--- src/rtl/au_result_fifo.sv ---
// Result-capture FIFO behind the 4-bit arithmetic unit. It stores {d, C/Z/N/V flags, {s,cin}}
// for each accepted offer and counts offers refused while the FIFO is full.
module au_result_fifo #(
  parameter int DEPTH = 4
) (
  input  logic                     clk,
  input  logic                     rst,
  input  logic                     in_valid,
  output logic                     in_ready,
  input  logic [3:0]               in_a,
  input  logic [3:0]               in_b,
  input  logic [1:0]               in_s,
  input  logic                     in_cin,
  input  logic [3:0]               in_d,
  input  logic                     in_cout,
  output logic                     out_valid,
  input  logic                     out_ready,
  output logic [3:0]               out_d,
  output logic [3:0]               out_flags,
  output logic [2:0]               out_op,
  output logic [$clog2(DEPTH):0]   count,
  output logic [7:0]               drop_cnt
);

  localparam int AW = $clog2(DEPTH);
  localparam int CW = AW + 1;
  localparam logic [CW-1:0] FULL_CNT = CW'(DEPTH);

  logic [AW-1:0] wr_ptr_q, wr_ptr_d;
  logic [AW-1:0] rd_ptr_q, rd_ptr_d;
  logic [CW-1:0] count_q, count_d;
  logic [7:0]    drop_q, drop_d;
  logic [10:0]   mem_q [DEPTH];
  logic [10:0]   mem_d [DEPTH];

  logic [3:0]  y_eff;
  logic [3:0]  flags;
  logic [10:0] entry;
  logic        push;
  logic        pop;

  // Rebuild the effective B operand so V can be derived without the unit's internals.
  always_comb begin
    y_eff = in_b;
    case (in_s)
      2'b00:   y_eff = in_b;
      2'b01:   y_eff = ~in_b;
      2'b10:   y_eff = 4'b0000;
      default: y_eff = 4'b1111;
    endcase
  end

  always_comb begin
    flags[3] = in_cout;
    flags[2] = (in_d == 4'b0000);
    flags[1] = in_d[3];
    flags[0] = (in_a[3] == y_eff[3]) && (in_d[3] != in_a[3]);
    entry    = {in_d, flags, in_s, in_cin};
  end

  assign in_ready  = (count_q != FULL_CNT);
  assign out_valid = (count_q != '0);
  assign push      = in_valid && in_ready;
  assign pop       = out_valid && out_ready;

  always_comb begin
    wr_ptr_d = wr_ptr_q;
    rd_ptr_d = rd_ptr_q;
    count_d  = count_q;
    drop_d   = drop_q;
    for (int i = 0; i < DEPTH; i++) begin
      mem_d[i] = mem_q[i];
    end

    if (push) begin
      mem_d[wr_ptr_q] = entry;
      wr_ptr_d        = wr_ptr_q + 1'b1;
    end
    if (pop) begin
      rd_ptr_d = rd_ptr_q + 1'b1;
    end

    case ({push, pop})
      2'b10:   count_d = count_q + 1'b1;
      2'b01:   count_d = count_q - 1'b1;
      default: count_d = count_q;
    endcase

    if (in_valid && !in_ready && (drop_q != 8'hFF)) begin
      drop_d = drop_q + 8'd1;
    end
  end

  // Storage is cleared on reset so the head outputs read zero while empty.
  always_ff @(posedge clk) begin
    if (rst) begin
      wr_ptr_q <= '0;
      rd_ptr_q <= '0;
      count_q  <= '0;
      drop_q   <= '0;
      for (int i = 0; i < DEPTH; i++) begin
        mem_q[i] <= '0;
      end
    end else begin
      wr_ptr_q <= wr_ptr_d;
      rd_ptr_q <= rd_ptr_d;
      count_q  <= count_d;
      drop_q   <= drop_d;
      for (int i = 0; i < DEPTH; i++) begin
        mem_q[i] <= mem_d[i];
      end
    end
  end

  assign {out_d, out_flags, out_op} = mem_q[rd_ptr_q];
  assign count    = count_q;
  assign drop_cnt = drop_q;

endmodule

--- config.mk ---
export PLATFORM = sky130hd
export DESIGN_NAME = au_result_fifo
export DESIGN_NICKNAME = d
export VERILOG_FILES = /design/src/rtl/au_result_fifo.sv
export SDC_FILE = /design/constraint.sdc
export NUM_CORES = 1
export LEC_CHECK = 0
export BUFFER_PORTS_ARGS = -buffer_cell sky130_fd_sc_hd__buf_2
export CAP_MARGIN = 20
export CORE_AREA = 2 2 72 74
export DETAILED_ROUTE_END_ITERATION = 8
export DIE_AREA = 0 0 74 76
export PLACE_DENSITY = 0.78
export SETUP_SLACK_MARGIN = 0.3
export SLEW_MARGIN = 20
export SYNTH_ARGS = -nofsm -noshare
export SYNTH_HDL_FRONTEND = slang
export SYNTH_SLANG_ARGS = --single-unit
export TNS_END_PERCENT = 100
--- constraint.sdc ---
create_clock -name clk -period 2.9 [get_ports clk]
set_clock_uncertainty 0.05 [all_clocks]
set_input_delay 0.29 -clock clk [delete_from_list [all_inputs] [get_ports clk]]
set_output_delay 0.29 -clock clk [all_outputs]
set_load 0.005 [all_outputs]
==> metrics.csv, run 1 <==
stage;metric;value;unit
outcome;status;complete, no violations;
global_routing;grt_usage;19.1;%
cells_and_area;final_cell_mix;dfxtp_1, nor2_1, mux2i_1;
hold_path;whs_path_depth;3;
hold_path;hold_end;mem_q[2][0];
floorplan;core-area;4910;µm²
synthesis;synth-edff-count;0;
placed_design;gp_congestion;0.814;
global_routing;grt_overflow;0;
pwr;power.total;2.20;mW
synthesis;synth_ff_type;dfxtp_1;
critical_path;reg2reg_depth;8;
clock_network;cts_buffers;9;
critical_path;crit_path_max_incr_delay;0.42;ns
routing;drtAntennaViolNets;0;
cells_and_area;antenna_cells;0;
timing;maxSlewViolCount;0;
clock_network;clockBufferDepth;2;
global_routing;grt_pass1_vias;1677;
job;max_cap_viol_count;0;
pwr;peakVddDrop;0.333;mV
hold_path;hold_class;primary input to register;
critical_path;critPathArrivalTime;2.62;ns
pwr;leakagePower;1.34;nW
critical_path;crit_type;register to register;
critical_path;path_buf_inv;1;
clock_network;post_cts_buffers;0;
placed_design;io_buffers;37;
floorplan;dieArea;5620;µm²
clock_network;cts.repair.resized;0;
timing;period_share;82.8;%
synthesis;seq_area_frac_synth;44.1;%
critical_path;crit_slowest_cell;dfxtp_1;
timing;rsz0062_at_grt;false;
critical_path;path_max_fanout;7;
clock_network;clk_pin_slew;0.06;ns
global_routing;grt_first_pass_wirelength;7910;µm
clock_network;cts_root_buf;clkbuf_8;
placed_design;dp_hpwl;3160;µm
routing;drt_drc_violations_left;0;
critical_path;worstPathCellList;or3b_1 -> nand2_1 -> ha_1 -> inv_1 -> fa_1 -> xor2_1 -> or3_2 -> a21oi_1;
hold_path;hold_start;in_cin;
synthesis;ys_warn_count;0;
floorplan;die_w;74;µm
floorplan;io_pins;44;
timing;hold_viol_final;0;
floorplan;start_util;52.6;%
synthesis;yosys.cell_types.count;39;
synthesis;synthArstFlopShare;0;%
clock_network;cts_htree_levels;3;
synthesis;synth_cells;242;
clock_network;postCtsHoldBufs;0;
synthesis;avgSynthCellArea;10.7;µm²
routing;viasPerCell;5.10;
cells_and_area;syn2layout_area_growth;14.8;%
critical_path;worst_ep_required_time;3.12;ns
cells_and_area;finalInstanceArea;2970;µm²
timing;fmax;0.417;GHz
critical_path;regToRegStartpoint;count[2];
routing;drtIter0Drc;98;
synthesis;syn_nets;269;
timing;tightest_slew;0.803;ns
global_routing;grt_max_degree;47;
clock_network;tritoncts;yes;
critical_path;r2r_end;count[2];
cells_and_area;drive_above_1_share;27.5;%
routing;post_drt_wl_per_cell;13.6;µm
cells_and_area;final_common_cell;dfxtp_1;
floorplan;fp.dieH;76;µm
timing;tns;0;ns
routing;finalWirelength;4820;µm
floorplan;rows;26;
critical_path;ff2ff_setup_slack;0.50;ns
global_routing;antenna_found_initial;0;
placed_design;post_dp_cell_area;2770;µm²
pwr;p_per_area;742;nW/µm²
timing;max_slew_margin;46.5;%
synthesis;synth_area;2590;µm²
clock_network;clock-sinks;57;
clock_network;clock_latency;0.34;ns
critical_path;crit_family;simple AND/OR/NAND/NOR gates;
cells_and_area;finalNonFillerCells;354;
critical_path;end_kind;register;
placed_design;dpl.cell_count;338;
routing;vias;1805;
timing;setup_violations;0;
timing;final.min_clock_period;2.40;ns
routing;first_pass_iters;4;
synthesis;ys_ff_latch;57;
critical_path;startpoint_type;register;
cells_and_area;nets;306;
-- cells by family after synthesis --
| family | after synthesis | synth area share [%] |
|---|---|---|
| simple gates | 83 | 15.7 |
| buf+inv | 19 | 4.74 |
| xor+xnor | 10 | 3.39 |
| mux | 49 | 23.9 |
| compound gates | 17 | 4.50 |
| fa+ha+maj | 7 | 3.68 |
| flops | 57 | 44.1 |
-- through the flow --
step,hold WS [ns],setup WS (ns),utilization (%)
floorplan,0.384,0.498,-
detailed placement,0.431,0.528,56.5
CTS,0.175,0.513,60.4
finish,0.190,0.500,60.4
global placement,0.419,0.598,56.5
global route,0.182,0.395,60.4
-- power by group --
group	internal (mW)	total (mW)	switching (mW)
clock	0.413	0.722	0.309
sequential	0.867	0.967	0.0996
combinational	0.271	0.514	0.242
-- synth_stat cells (3+ instances only) --
cell	count	area (µm²)
nand3_2	3	30.0
o211ai_1	3	22.5
o21ai_0	3	15.0
buf_6	4	45.0
a21oi_1	4	20.0
mux4_2	10	225
xor2_1	6	52.6
ha_1	6	75.1
and3_2	3	22.5
mux2i_1	38	380
clkbuf_1	3	11.3
nand2_1	4	15.0
nand3_1	3	15.0
xnor2_1	4	35.0
and3_1	3	18.8
dfxtp_1	57	1140
inv_1	6	22.5
a211oi_1	3	22.5
nor2b_1	5	31.3
nor2_1	53	199
-- sequential cells by signal, summed over array words and instances, names as in the netlist, named ones only --
signal,cells
wr_ptr_q,2
mem_q,40
rd_ptr_q,2
count,3
drop_cnt,8
-- cell type report --
type	count	area (µm²)
inverters	6	22.5
well taps	70	87.6
clock buffers	10	138
multi-input cells	166	1320
flip-flops and latches	57	1140
clock inverters	6	57.6
fillers	435	1940
repair buffers	39	200
-- how the worst max path moves through the flow --
| stage | start | end | slack, ns | depth (start not counted) |
|---|---|---|---|---|
| final | count[2] | count[2] | 0.50 | 8 |
| after global routing | count[2] | count[2] | 0.40 | 8 |
| after CTS | count[2] | count[2] | 0.51 | 8 |
| after detailed placement | count[2] | count[2] | 0.53 | 8 |
| after global placement | count[2] | count[2] | 0.60 | 8 |
| after floorplan | count[2] | count[2] | 0.50 | 9 |
-- routing by layer --
layer / global-route usage (%) / part of all wire [%] / vias to the layer above
li1: - / - / 915
met1: 24.6 / 48 / 846
met2: 27.8 / 46 / 34
met3: 7.80 / 4.3 / 10
met4: 8.73 / 2.1 / 0
met5: 0 / 0 / -
-- worst register-to-register path, delay by kind of cell (launching register included) --
kind / cells / cell delay (ns)
buffers and inverters: 1 / 0.06
AOI/OAI and AO/OA: 1 / 0.15
xor gates and xnor gates: 1 / 0.15
and+or+nand+nor: 3 / 0.93
DFF: 1 / 0.42
adders and majority gates: 2 / 0.57
No activity file was read; power rests on OpenSTA's default activity.
==> run 2: changes to the inputs <==
--- a/config.mk
+++ b/config.mk
@@ -7,10 +7,10 @@
 export LEC_CHECK = 0
 export BUFFER_PORTS_ARGS = -buffer_cell sky130_fd_sc_hd__buf_2
 export CAP_MARGIN = 20
-export CORE_AREA = 2 2 72 74
+export CORE_AREA = 2 2 75 77
 export DETAILED_ROUTE_END_ITERATION = 8
-export DIE_AREA = 0 0 74 76
-export PLACE_DENSITY = 0.78
+export DIE_AREA = 0 0 77 79
+export PLACE_DENSITY = 0.75
 export SETUP_SLACK_MARGIN = 0.3
 export SLEW_MARGIN = 20
 export SYNTH_ARGS = -nofsm -noshare
==> constraint.sdc (replaced) <==
create_clock -name clk -period 2.2 [get_ports clk]
set_clock_uncertainty 0.05 [all_clocks]
set_input_delay 0.22 -clock clk [delete_from_list [all_inputs] [get_ports clk]]
set_output_delay 0.22 -clock clk [all_outputs]
set_load 0.005 [all_outputs]
==> run 2 against run 1 <==
  * Total power is 39% higher
  * Largest power group unchanged
  * Largest cell class unchanged
  * Wire length up 5.0%
  * Critical path depth unchanged
  * Design area is 4.4% higher
  * Worst hold slack got worse by 0.079 ns
  * Die area increased by 8.2%
  * Cell count up 3.4%
  * Maximum frequency increased by 18%
  * Non-clock buffer count increased by 10
  * First-iteration DRC count is 15% higher
  * Clock-buffer cell count shrank 1
==> metrics.csv, run 2 (synthesized netlist as in run 1, its figures left out) <==
stage;metric;value;unit;change
critical_path;crit_slowest_cell;or3b_4;;
global_routing;grt_overflow;0;;unchanged
critical_path;path_max_fanout;2;;-5
routing;drtAntennaViolNets;0;;unchanged
cells_and_area;post-route-util;58.1;%;-2.4 points
timing;holdWs;0.111;ns;-0.0789 ns
timing;period_share;92.7;%;+10 points
cells_and_area;largest_register_ffs;40;;unchanged
floorplan;dieArea;6080;µm²;+8.2%
clock_network;tritoncts;yes;;
routing;vias;1860;;+3.0%
clock_network;cts_buffers;9;;unchanged
placed_design;io_buffers;37;;unchanged
clock_network;clk_pin_slew;0.07;ns;about the same
clock_network;cts_root_buf;clkbuf_8;;
cells_and_area;final_cell_mix;nor2_1, dfxtp_1, mux2i_1;;
floorplan;rows;27;;+3.8%
routing;viasPerCell;5.08;;-0.33%
clock_network;clockBufferDepth;2;;unchanged
clock_network;cts_htree_levels;3;;unchanged
critical_path;critPathArrivalTime;2.25;ns;-0.37 ns
timing;hold_viol_final;0;;unchanged
timing;setup_violations;0;;unchanged
global_routing;antenna_found_initial;0;;unchanged
critical_path;startpoint_type;register;;
outcome;status;complete, no violations;;
global_routing;grt_max_degree;34;;-28%
hold_path;hold_class;primary input to register;;
cells_and_area;drive_above_1_share;33.7;%;+6.2 points
cells_and_area;nets;316;;+3.3%
floorplan;start_util;48.5;%;-4.2 points
cells_and_area;regMostFlops;mem_q;;
critical_path;worstPathCellList;or3b_4 -> nand2_4 -> ha_4 -> inv_2 -> fa_2 -> xor2_1 -> or3_4 -> a21oi_2;;
critical_path;worst_ep_required_time;2.41;ns;-0.71 ns
placed_design;gp_congestion;0.762;;-6.4%
routing;finalWirelength;5060;µm;+5.0%
pwr;peakVddDrop;0.426;mV;+28%
floorplan;io_pins;44;;unchanged
pwr;leakagePower;1.40;nW;+4.5%
routing;post_drt_wl_per_cell;13.8;µm;+1.6%
timing;final.min_clock_period;2.04;ns;-0.360 ns
floorplan;fp.dieH;79;µm;+3.9%
timing;fmax;0.490;GHz;+18%
clock_network;clock-sinks;57;;unchanged
critical_path;crit_type;register to register;;
cells_and_area;antenna_cells;0;;unchanged
global_routing;grt_usage;18.2;%;-0.91 points
floorplan;core-area;5340;µm²;+8.7%
routing;drt_drc_violations_left;0;;unchanged
timing;rsz0062_at_grt;true;;
pwr;p_per_area;987;nW/µm²;+33%
critical_path;end_kind;register;;
clock_network;postCtsHoldBufs;0;;unchanged
cells_and_area;syn2layout_area_growth;19.8;%;
routing;first_pass_iters;4;;unchanged
global_routing;grt_first_pass_wirelength;8490;µm;+7.3%
placed_design;dp_hpwl;3320;µm;+5.1%
critical_path;crit_path_max_incr_delay;0.40;ns;-0.02 ns
cells_and_area;fill_cells;470;;+8.0%
routing;drtIter0Drc;113;;+15%
timing;tns;0;ns;unchanged
clock_network;clock_latency;0.34;ns;about the same
job;max_cap_viol_count;0;;unchanged
timing;maxSlewViolCount;0;;unchanged
timing;tightest_slew;0.574;ns;-0.229 ns
global_routing;grt_pass1_vias;1782;;+6.3%
timing;max_slew_margin;61.4;%;+15 points
floorplan;die_w;77;µm;+4.1%
run 2: power by group:
part           leakage (nW)  total, mW  switching [mW]  internal, mW
clock                0.0994      0.961           0.439         0.521
sequential            0.464       1.24          0.0878          1.15
combinational         0.840      0.861           0.403         0.458
total                  1.40       3.06           0.930          2.13
run 2: final cells by class:
| type | count | area, µm² | area share, % |
|---|---|---|---|
| multi-input combinational | 166 | 1360 | 43.8 |
| tap | 72 | 90.1 | 2.91 |
| sequential | 57 | 1150 | 37.0 |
| timing repair buffer | 49 | 288 | 9.29 |
| clock inverter | 7 | 70.1 | 2.26 |
| inverter | 6 | 22.5 | 0.727 |
| clock buffer | 9 | 124 | 4.00 |
run 2: path summary, 6_finish.rpt:
path | startpoint | slack [ns] | depth (start not counted) | end
max reg2reg | count[0] | 0.16 | 8 | count[2]
min | in_cout | 0.11 | 3 | mem_q[2][6]
min reg2reg | mem_q[0][7] | 0.44 | 2 | mem_q[0][7]
max | count[0] | 0.16 | 8 | count[2]
run 2: repair_timing:
item,4_1_cts,5_1_grt
resized for setup,3,2
endpoints found under the setup margin,6,2
pin swaps,5,1
setup buffers,4,1
run 2: routing by layer:
metal / routed length [µm] / global-route usage, % / vias to the layer above / part of all wire (%)
met5: 0 / 0 / - / 0
met4: 112 / 9.64 / 0 / 2.2
met3: 160 / 4.32 / 10 / 3.2
met2: 2350 / 28.8 / 30 / 47
met1: 2430 / 23.2 / 878 / 48
li1: - / - / 942 / -
run 2: stage by stage:
step | std cells | power, mW | worst slack, ns | area [µm²]
6_report | 366 | 3.06 | 0.160 | 3100
5_1_grt | 366 | 3.23 | 0.0989 | 3100
4_1_cts | 365 | 3.07 | 0.147 | 3090
3_5_place_dp | 345 | 2.07 | 0.0634 | 2860
3_3_place_gp | 345 | 2.05 | 0.135 | 2860
2_1_floorplan | 242 | 1.83 | 0.0452 | 2620
run 2: critical path, delay by kind of cell, from the launching register on:
family	cells	cell delay, ns
AND/OR/NAND/NOR	3	0.81
adder cells (fa/ha/maj)	2	0.46
flip-flops	1	0.32
XOR/XNOR	1	0.16
AO/OA/AOI/OAI	1	0.12
buffers and inverters	1	0.03
==> run 3: changes to the inputs <==
--- a/config.mk
+++ b/config.mk
@@ -5,12 +5,13 @@
 export SDC_FILE = /design/constraint.sdc
 export NUM_CORES = 1
 export LEC_CHECK = 0
+export ABC_CLOCK_PERIOD_IN_PS = 2400
 export BUFFER_PORTS_ARGS = -buffer_cell sky130_fd_sc_hd__buf_2
 export CAP_MARGIN = 20
-export CORE_AREA = 2 2 75 77
+export CORE_AREA = 2 2 72 74
 export DETAILED_ROUTE_END_ITERATION = 8
-export DIE_AREA = 0 0 77 79
-export PLACE_DENSITY = 0.75
+export DIE_AREA = 0 0 74 76
+export PLACE_DENSITY = 0.78
 export SETUP_SLACK_MARGIN = 0.3
 export SLEW_MARGIN = 20
 export SYNTH_ARGS = -nofsm -noshare
==> constraint.sdc (replaced) <==
create_clock -name clk -period 2.4 [get_ports clk]
set_clock_uncertainty 0.05 [all_clocks]
set_input_delay 0.24 -clock clk [delete_from_list [all_inputs] [get_ports clk]]
set_output_delay 0.24 -clock clk [all_outputs]
set_load 0.005 [all_outputs]
==> run 3 against run 2 <==
  * Total power shrank 9.3%
  * Cell count is 1.6% lower
  * Critical path type unchanged
  * Setup slack improved by 0.16 ns
  * Clock power is 8.9% lower
  * Combinational power down 13%
  * Critical endpoint unchanged
  * Non-clock buffer count down 3
  * Worst hold slack improved by 0.040 ns
  * First-iteration DRC count is 24% lower
  * Clock-buffer cell count increased by 3
  * Global-route usage increased by 0.99 points
  * Critical path depth unchanged
  * Sequential power down 7%
==> metrics.csv, run 3 (synthesized netlist as in run 1, its figures left out) <==
stage;metric;value;unit;change
routing;post_drt_wl_per_cell;13.8;µm;-0.42%
pwr;p_per_area;903;nW/µm²;-8.5%
clock_network;clockBufferDepth;2;;unchanged
timing;fin_ws;0.321;ns;+0.161 ns
cells_and_area;final_cell_mix;nor2_1, dfxtp_1, mux2i_1;;
critical_path;crit_family;simple AND/OR/NAND/NOR gates;;
cells_and_area;fill_cells;413;;-12%
critical_path;crit_start;count[1];;
pwr;leakagePower;1.39;nW;-1.0%
clock_network;clock-sinks;57;;unchanged
critical_path;startpoint_type;register;;
critical_path;crit_path_max_incr_delay;0.41;ns;about the same
cells_and_area;ff_latch_area;1150;µm²;+0.44%
routing;finalWirelength;4950;µm;-2.1%
cells_and_area;post-route-util;62.5;%;+4.5 points
global_routing;grt_usage;19.2;%;+0.99 points
timing;rsz0062_at_grt;true;;
global_routing;antenna_found_initial;0;;unchanged
hold_path;hold_class;primary input to register;;
critical_path;worst_ep_required_time;2.61;ns;+0.20 ns
timing;max_slew_margin;57.7;%;-3.7 points
clock_network;clock_latency;0.33;ns;about the same
routing;drtAntennaViolNets;0;;unchanged
timing;fmax;0.481;GHz;-1.9%
critical_path;path_buf_inv;1;;unchanged
floorplan;dieArea;5620;µm²;-7.5%
clock_network;cts_htree_levels;3;;unchanged
global_routing;grt_pass1_vias;1783;;+0.056%
pwr;p_sw_share;28.5;%;-1.9 points
placed_design;io_buffers;37;;unchanged
floorplan;die_w;74;µm;-3.9%
floorplan;core-area;4910;µm²;-8.0%
routing;first_pass_iters;4;;unchanged
critical_path;worstPathCellList;or3b_4 -> nand2_4 -> ha_4 -> inv_2 -> fa_2 -> xor2_2 -> or3_4 -> a21oi_2;;
placed_design;dpl.cell_count;339;;-1.7%
placed_design;post-place-ws;0.245;ns;+0.182 ns
clock_network;cts_buffers;9;;unchanged
timing;tightest_slew;0.629;ns;+0.0556 ns
floorplan;fp.dieH;76;µm;-3.8%
routing;drtIter0Drc;86;;-24%
critical_path;path_max_fanout;2;;unchanged
timing;final.min_clock_period;2.08;ns;+0.0387 ns
placed_design;gp_congestion;0.757;;-0.64%
pwr;switchingPower;791;µW;-15%
clock_network;clk_pin_slew;0.06;ns;about the same
global_routing;grt_overflow;0;;unchanged
pwr;peakVddDrop;0.442;mV;+3.8%
global_routing;grt_max_degree;36;;+5.9%
floorplan;start_util;52.6;%;+4.2 points
clock_network;tritoncts;yes;;
critical_path;critPathArrivalTime;2.29;ns;+0.04 ns
critical_path;end_kind;register;;
hold_path;hold_start;in_cin;;
floorplan;io_pins;44;;unchanged
timing;maxSlewViolCount;0;;unchanged
pwr;p_int;1.98;mW;-6.8%
job;max_cap_viol_count;0;;unchanged
pwr;comb_power_share;27.0;%;-1.2 points
cells_and_area;regMostFlops;mem_q;;
timing;setup_violations;0;;unchanged
pwr;power.total;2.78;mW;-9.3%
global_routing;grt_first_pass_wirelength;8100;µm;-4.6%
critical_path;crit_slowest_cell;or3b_4;;
timing;tns;0;ns;unchanged
outcome;status;complete, no violations;;
critical_path;regToRegStartpoint;count[1];;
timing;period_share;86.6;%;-6.1 points
critical_path;crit_type;register to register;;
cells_and_area;nets;313;;-0.95%
cells_and_area;antenna_cells;0;;unchanged
placed_design;dp_hpwl;3270;µm;-1.4%
cells_and_area;multi_input_area;1360;µm²;+0.28%
routing;vias;1858;;-0.11%
clock_network;cts_root_buf;clkbuf_8;;
cells_and_area;largest_register_ffs;40;;unchanged
clock_network;postCtsHoldBufs;0;;unchanged
timing;hold_viol_final;0;;unchanged
cells_and_area;syn2layout_area_growth;18.8;%;
cells_and_area;finalNonFillerCells;360;;-1.6%
cells_and_area;drive_above_1_share;32.4;%;-1.3 points
floorplan;rows;26;;-3.7%
routing;drt_drc_violations_left;0;;unchanged
pwr;clock_power_share;31.5;%;about the same
pwr;power_frac_seq;41.5;%;+1.1 points
routing;viasPerCell;5.16;;+1.6%
-- run 3: cell types whose count changed in the layout (fill, tap and decap cells not counted), sizes merged --
cell / previous run / this run
clkbuf: 9 / 12
buf: 49 / 46
inv: 7 / 6
clkinv: 4 / 2
clkinvlp: 1 / 0
-- run 3: layout make-up --
cell class	instances	area share (%)
multi-input combinational	166	44.4
sequential	57	37.5
timing repair buffer	46	8.23
clock buffer	12	5.05
tap	70	2.85
clock inverter	3	1.30
inverter	6	0.733
-- run 3: metrics by stage --
step                hold slack (ns)  instance area, µm²
finish                        0.151                3070
global route                  0.153                3070
floorplan                     0.334                2620
global placement              0.416                2810
detailed placement            0.429                2810
CTS                           0.137                3050
-- run 3: power groups by stage --
stage / registers (mW) / clock network [mW] / logic (mW)
finish: 1.15 / 0.875 / 0.748
global route: 1.17 / 0.937 / 0.832
CTS: 1.15 / 0.899 / 0.737
detailed placement: 1.19 / 0 / 0.669
global placement: 1.18 / 0 / 0.653
floorplan: 1.13 / 0 / 0.546
-- run 3: final timing paths --
check	end	slack (ns)	depth (start not counted)
hold reg to reg	mem_q[2][9]	0.44	2
setup / recovery	count[2]	0.32	8
hold / removal	mem_q[3][0]	0.15	3
setup reg to reg	count[2]	0.32	8
-- run 3: worst register-to-register path: cells and delay by family, from the launching register on --
kind	cells	cell delay [ns]
AND/OR/NAND/NOR	3	0.82
AO/OA/AOI/OAI	1	0.13
flip-flops	1	0.34
buffers and inverters	1	0.03
XOR/XNOR	1	0.16
adder cells (fa/ha/maj)	2	0.47
-- run 3: layer usage --
layer  wire length, µm  vias to the layer above  track usage (%)  share of wire [%]
met5                 0                        -                0                  0
li1                  -                      925                -                  -
met2              2330                       37             28.9                 47
met3               174                       15             5.29                3.5
met1              2300                      881             24.3                 46
met4               147                        0             10.9                3.0
-- run 3: what timing repair did --
item | in CTS | in global routing
pin swaps | 2 | 4
endpoints found under the setup margin | 1 | 5
gates resized for setup | 4 | 2
setup buffers | 4 | 2
